**config.mk**
```make
export PLATFORM = sky130hd
export DESIGN_NAME = fp_pack
export DESIGN_NICKNAME = d
export VERILOG_FILES = /design/src/rtl/fp_pack.sv
export SDC_FILE = /design/constraint.sdc
export NUM_CORES = 1
export LEC_CHECK = 0
export ABC_AREA = 1
export BUFFER_PORTS_ARGS = -buffer_cell sky130_fd_sc_hd__buf_2
export CAP_MARGIN = 0
export CORE_UTILIZATION = 59
export CTS_CLUSTER_SIZE = 14
export DETAILED_ROUTE_END_ITERATION = 8
export GPL_ROUTABILITY_DRIVEN = 0
export HOLD_SLACK_MARGIN = 0.12
export PLACE_DENSITY = 0.8
export REMOVE_ABC_BUFFERS = 1
export SYNTH_ARGS = -nofsm -noshare
export SYNTH_HDL_FRONTEND = slang
export SYNTH_SLANG_ARGS = --single-unit
```
**constraint.sdc**
```tcl
create_clock -name clk -period 3.2 [get_ports clk]
set_clock_uncertainty 0.15 [all_clocks]
set_input_delay 0 -clock clk [delete_from_list [all_inputs] [get_ports clk]]
set_output_delay 0 -clock clk [all_outputs]
set_load 0.02 [all_outputs]
```
**src/rtl/fp_pack.sv**
```systemverilog
// fp_pack: back end of the single-precision adder.
// Takes sign, widened biased exponent and an unnormalized 27-bit mantissa sum,
// normalizes one bit per cycle, rounds to nearest-even and packs the IEEE-754 word.
//
// Handshake: a transfer happens on the rising edge where valid & ready are both
// high; valid is never withdrawn before that edge, and ready/valid here are
// decoded purely from the registered state (in_ready in IDLE, out_valid in DONE).
module fp_pack (
  input  logic        clk,
  input  logic        rst_n,
  input  logic        in_valid,
  output logic        in_ready,
  input  logic        in_sign,
  input  logic [9:0]  in_exp,
  input  logic [26:0] in_mant,
  output logic        out_valid,
  input  logic        out_ready,
  output logic [31:0] out_result,
  output logic        out_overflow,
  output logic        out_underflow
);

  typedef enum logic [1:0] {IDLE, NORM, ROUND, DONE} state_t;

  // Kept as a named enum so checkers can bind to fp_pack.state directly.
  state_t             state;
  logic               sign_q;
  logic signed [10:0] exp_q;
  logic [26:0]        mant_q;
  logic               zero_q;

  logic               round_up;
  logic [24:0]        rnd;
  logic [22:0]        frac;
  logic signed [10:0] exp_rnd;

  assign in_ready  = (state == IDLE);
  assign out_valid = (state == DONE);

  // Round-to-nearest-even on the normalized mantissa; a carry out of the hidden
  // bit renormalizes by one (the fraction is then all zeros).
  always_comb begin
    round_up = mant_q[1] & (mant_q[0] | mant_q[2]);
    rnd      = mant_q[26:2] + {24'd0, round_up};
    frac     = rnd[22:0];
    exp_rnd  = exp_q;
    if (rnd[24]) begin
      frac    = rnd[23:1];
      exp_rnd = exp_q + 11'sd1;
    end
  end

  // Control FSM plus datapath registers: latch, normalize, round/classify, hold.
  always_ff @(posedge clk or negedge rst_n) begin
    if (!rst_n) begin
      state         <= IDLE;
      sign_q        <= 1'b0;
      exp_q         <= 11'sd0;
      mant_q        <= 27'd0;
      zero_q        <= 1'b0;
      out_result    <= 32'h0;
      out_overflow  <= 1'b0;
      out_underflow <= 1'b0;
    end else begin
      case (state)
        IDLE: begin
          if (in_valid) begin
            sign_q <= in_sign;
            exp_q  <= {in_exp[9], in_exp};
            mant_q <= in_mant;
            zero_q <= 1'b0;
            state  <= NORM;
          end
        end
        NORM: begin
          if (mant_q == 27'd0) begin
            zero_q <= 1'b1;
            state  <= ROUND;
          end else if (mant_q[26]) begin
            // Carry: shift right, keep the dropped bit alive in sticky.
            mant_q <= {1'b0, mant_q[26:2], mant_q[1] | mant_q[0]};
            exp_q  <= exp_q + 11'sd1;
            state  <= ROUND;
          end else if (mant_q[25]) begin
            state <= ROUND;
          end else begin
            mant_q <= {mant_q[25:0], 1'b0};
            exp_q  <= exp_q - 11'sd1;
          end
        end
        ROUND: begin
          out_overflow  <= 1'b0;
          out_underflow <= 1'b0;
          if (zero_q) begin
            out_result <= {sign_q, 31'd0};
          end else if (exp_rnd >= 11'sd255) begin
            out_result   <= {sign_q, 8'hFF, 23'd0};
            out_overflow <= 1'b1;
          end else if (exp_rnd <= 11'sd0) begin
            // No denormals: anything below the normal range flushes to zero.
            out_result    <= {sign_q, 31'd0};
            out_underflow <= 1'b1;
          end else begin
            out_result <= {sign_q, exp_rnd[7:0], frac};
          end
          state <= DONE;
        end
        DONE: begin
          if (out_ready) state <= IDLE;
        end
        default: state <= IDLE;
      endcase
    end
  end

endmodule

```
== Yosys cells after proc, flatten, opt, wreduce, memory -nomap -nowiden ==
Cells that the tools add are included.

* Register bits after elaboration: 76
* Output and inout bits: 36

* Add/subtract/negate cells: 3
* Equality and inequality tests: 9
* Multiplexer cells: 29
* Order comparisons: 2
* Reduce and logical (&&, ||, !) cells: 8
* Bitwise logic cells: 3

{| class="wikitable"
|+ Operator list
! kind !! number
|-
| two-way mux 31 bit || 3
|-
| two-way mux 11 bit || 5
|-
| two-way mux 27 bit || 2
|-
| case mux 27 bit (2 select lines) || 1
|-
| two-way mux 26 bit || 2
|-
| logical NOT 27 bit || 1
|-
| adder 25 x 1 -> 25 bit || 1
|-
| two-way mux 23 bit || 1
|-
| case mux 11 bit (2 select lines) || 1
|-
| adder 11 x 2 -> 11 bit (second input constant) || 1
|-
| >= comparator 11 x 9 -> 1 bit (second input constant) || 1
|-
| <= comparator 11 x 1 -> 1 bit (second input constant) || 1
|-
| subtractor 11 x 2 -> 11 bit (second input constant) || 1
|-
| two-way mux 2 bit || 5
|-
| AND reduction 3 bit || 3
|-
| case mux 2 bit (4 select lines) || 1
|-
| two-way mux 1 bit || 7
|-
| != test 2 bit (second input constant) || 3
|-
| == test 2 bit (second input constant) || 2
|-
| != test 4 bit (second input constant) || 1
|-
| AND reduction 4 bit || 1
|-
| != test 3 bit (second input constant) || 1
|-
| == test 2 x 1 -> 1 bit (second input constant) || 1
|-
| logical NOT 2 bit || 1
|-
| other kinds (6) || 7
|}

== Longest topological paths before layout ==
* Depth after elaboration: 8
* Depth in mapped cells: 18
* Depth with buffers taken out: 17

== Worst setup path before layout ==
Ideal clock, no wire load.

* Path kind: register to register
* Start point: reg mant_q[2]
* End point: reg out_result[17]
* Stages on the path, launching flop included: 17
* Arrival time: 2.292 ns
* Setup slack: 0.635 ns
* Path through: dfrtp_1 > nand2_1 > inv_1 > ha_1 > nand3_2 > nor3_4 > nand3_1 > nand2_4 > buf_6 > nand2_1 > o21ai_1 > nand2_1 > nor2_2 > nand2_4 > buf_4 > nand3_1 > o21bai_2

* Cells in the longest elaborated chain, start to end: 8
* Elaborated cells on any way between the ends: 10

{| class="wikitable"
|+ Ends and longest elaborated chain
! what !! RTL line !! source
|-
| start: declaration || 29 || <nowiki>logic [26:0] mant_q;</nowiki>
|-
| start signal: assignment || 70 || <nowiki>mant_q <= in_mant;</nowiki>
|-
| start signal: assignment || 81 || <nowiki>mant_q <= {1'b0, mant_q[26:2], mant_q[1] | mant_q[0]};</nowiki>
|-
| start signal: assignment || 87 || <nowiki>mant_q <= {mant_q[25:0], 1'b0};</nowiki>
|-
| bitwise OR 1 bit || 43 || <nowiki>round_up = mant_q[1] & (mant_q[0] | mant_q[2]);</nowiki>
|-
| AND 1 bit || 43 ||
|-
| adder 25 x 1 -> 25 bit * || 44 || <nowiki>rnd = mant_q[26:2] + {24'd0, round_up};</nowiki>
|-
| two-way mux 11 bit || 47 || <nowiki>if (rnd[24]) begin</nowiki>
|-
| <= comparator 11 x 1 -> 1 bit || 99 || <nowiki>end else if (exp_rnd <= 11'sd0) begin</nowiki>
|-
| two-way mux 31 bit || 99 ||
|-
| two-way mux 31 bit * || 96 || <nowiki>end else if (exp_rnd >= 11'sd255) begin</nowiki>
|-
| two-way mux 31 bit * || 94 || <nowiki>if (zero_q) begin</nowiki>
|-
| end signal: assignment || 95 || <nowiki>out_result <= {sign_q, 31'd0};</nowiki>
|-
| end signal: assignment || 97 || <nowiki>out_result <= {sign_q, 8'hFF, 23'd0};</nowiki>
|-
| end signal: assignment || 101 || <nowiki>out_result <= {sign_q, 31'd0};</nowiki>
|-
| end: declaration || 18 || <nowiki>output logic [31:0] out_result,</nowiki>
|}

Every way passes the cells marked *; elsewhere a longest branch is shown, timed or not.
A chain may end at the register's enable or synchronous reset.

== Worst setup path in the final report ==
* Start point: reg mant_q[2]
* End point: reg out_result[22]

Same word-level chain as after synthesis.

==> reports/metrics.csv <==
metric,value,unit
worst r2r dst,out_result[22]$_DFFE_PN0P_,
final antenna diode count,0,
synth top area cells,"dfrtp_1 34%, nand2_1 16%, inv_1 6.2%, nor2_1 6.2%, nand3_1 5.3%",
hold path start,out_result[6]$_DFFE_PN0P_,
post-synthesis register bit count,76,
CTS Buffer Depth,2,
worst min-delay path category,reg2reg,
Post-synth EDFFs,0,
Final Cycle Share,91.1,%
routed via count,5874,
Synth Flop Type,dfrtp_1,
startpoint types,flip-flop,
sequential area share after synthesis,33.9,%
Crit. Startpoint,mant_q[2]$_DFFE_PN0P_,
most common cell in the netlist,nand2_1,
gr usage total,32.7,%
Initial Util,60.7,%
Yosys warnings,0,
final hold viol count,0,
Avg WL per Cell,14.5,microns
vias in the first global route,5298,
layout cell share with drive strength beyond 1,15.9,%
Synth top cells by count,"240 x nand2_1, 93 x inv_1, 93 x nor2_1",
worst-path fanout max,36,
Clock Latency Late Sink,0.36,ns
flop2flop setup slack,0.28,ns
crit end category,flip-flop,
fin util,73.3,%
Num CTS Buffers,9,
core footprint,0.00924,sq mm
Cell Count Post-Placement,998,
fin nets,977,
largest net degree at the start of global routing,58,
first-pass GRT wire length,25900,microns
worst reg2reg path depth,15,
Die ar.,0.00990,sq mm
Max-Cap Viols,0,
Layout area overhead,20.8,%
pwr dens,945,mW/mm^2
routed wire length,15400,microns
cell taking the most area after synthesis,dfrtp_1,
syn_area_per_cell,6.88,sq um
H-tree levels,3,
via-per-instance ratio,5.53,
# rows,35,
relative slew slack,37.9,%
reg2reg start,mant_q[2]$_DFFE_PN0P_,
worst setup path end,out_result[22]$_DFFE_PN0P_,
Ports,78,
asr flop ratio synth,100,%
CTS tree,done,
DRC errors left,0,
crit path DAT,3.01,ns
clock sinks,76,
die width,99.5,microns
initial antenna violation count,0,
final setup vio count,0,
Mapped Area,0.00561,sq mm
peak supply drop,591,uV
estimated wirelength of the detail-placed design,10700,microns
Critical Path RT,3.29,ns
IO Port Bufs,77,
Cell variety after synth,46,
outcome,completed,
drt initial violations,518,
Pre-antenna DRT Iters,5,
clk root buf,clkbuf_8,
achievable clock frequency,343,MHz
Synth top area share,33.9,%
gr ovfl total,0,
Post-Synthesis Cells,815,
Worst-Margin Slew,0.929,ns
min cycle time layout,2.92,ns
Setup CP Type,reg2reg,
Leakage,3.43,nW
setup TNS,0,ns
Final ANT Viol Nets,0,
Die Y,99.5,microns
Final Max Tran Viols,0,
"Cell Count, Final, Fillers Out",1062,
unrepaired setup endpoints after global routing,false,
"CTS clk-pin slew, worst paths",0.09,ns
## cell usage in the layout, fill, tap and decap left out, types with 2 or more instances in the layout
cell type      count
dlygate4sd3_1     46
nand2_1          240
o21ai_0           58
xor2_1            30
inv_1             92
a22oi_1            4
a221oi_1          25
buf_2             77
dfrtp_1           76
nand2_4            5
nand3_1           59
clkinvlp_4         4
a21oi_1           13
nor4_1             2
nor3_1            14
inv_6              3
clkbuf_8           9
nand4_1            7
o211ai_1           3
ha_1               7
nand2_2            3
nor2_2             3
o21bai_2          10
nand3_4            4
o21bai_1           6
nor2_1            93
nand2_8            2
buf_4             17
o21ai_1            2
## power by group
| group | switching [mW] | total (mW) | internal, mW |
|---|---|---|---|
| Sequential | 0.478 | 1.86 | 1.38 |
| Clock | 0.410 | 0.701 | 0.291 |
| Combinational | 2.53 | 3.84 | 1.31 |
## what timing repair did
| action | in CTS | in global routing |
|---|---|---|
| hold endpoints to repair | 118 | 0 |
| setup endpoints to repair | 0 | 26 |
| resized for setup | 0 | 2 |
| hold buffers | 46 | 0 |
| buffers inserted | 0 | 2 |
## through the flow
stage,worst slack (ns),power (mW),area [sq um],hold slack [ns]
6_report,0.285,6.40,6780,0.327
5_1_grt,0.0123,6.94,6780,0.350
4_1_cts,0.179,6.29,6750,0.327
3_5_place_dp,0.175,5.50,6110,-0.152
3_3_place_gp,0.337,5.39,6110,-0.152
2_1_floorplan,-4.13,4.40,5420,-0.446
## critical path, cell delays in order (launching register included)
cell	delay [ns]
dfrtp_1	0.42
nand2_1	0.11
inv_1	0.09
ha_1	0.21
nand3_2	0.13
nor3_4	0.18
buf_4	0.18
nand2_4	0.08
nand2_4	0.12
nand2_8	0.15
nand2_1	0.12
nand2_2	0.09
a21oi_4	0.25
nand3_4	0.18
nand3_4	0.23
o21bai_1	0.09
## sequential cells by signal, indices dropped and copies added, names as in the netlist
| register | count |
|---|---|
| mant_q | 27 |
| exp_q | 11 |
| out_result | 32 |
| sign_q | 1 |
| state | 2 |
| out_overflow | 1 |
| out_underflow | 1 |
| zero_q | 1 |
## worst min-delay path by stage
| stage | endpoint | cells after the start |
|---|---|---|
| global placement | out_result[30]$_DFFE_PN0P_ | 1 |
| global route | out_result[16]$_DFFE_PN0P_ | 2 |
| floorplan | exp_q[0]$_DFFE_PN0P_ | 0 |
| finish | out_result[6]$_DFFE_PN0P_ | 2 |
| CTS | out_result[31]$_DFFE_PN0P_ | 2 |
| detailed placement | out_result[24]$_DFFE_PN0P_ | 1 |
## routing by layer
| layer | part of all wire, % | track usage, % | up-vias |
|---|---|---|---|
| met4 | 1.7 | 10.3 | 0 |
| met3 | 8.8 | 6.04 | 27 |
| met1 | 46 | 48.2 | 2655 |
| met5 | 0 | 0 | - |
| li1 | - | - | 2869 |
| met2 | 44 | 48.9 | 323 |
## cells by family (layout without fill, tap and decap cells)
family	after synthesis	count (layout)	share of synthesized area [%]
compound gates	127	127	15.2
buf+inv	134	252	9.71
flops	76	76	33.9
simple gates	438	438	34.4
fa+ha+maj	7	7	1.56
xor+xnor	31	31	4.84
mux	2	2	0.379
## area by class of cell
class | count | area (sq um)
clock inverter | 7 | 57.6
inverter | 95 | 360
tap | 129 | 161
sequential | 76 | 1900
multi-input combinational | 605 | 3180
timing repair buffer | 141 | 993
clock buffer | 9 | 124
fill | 756 | 2460
(Power assumes the default switching activity.)
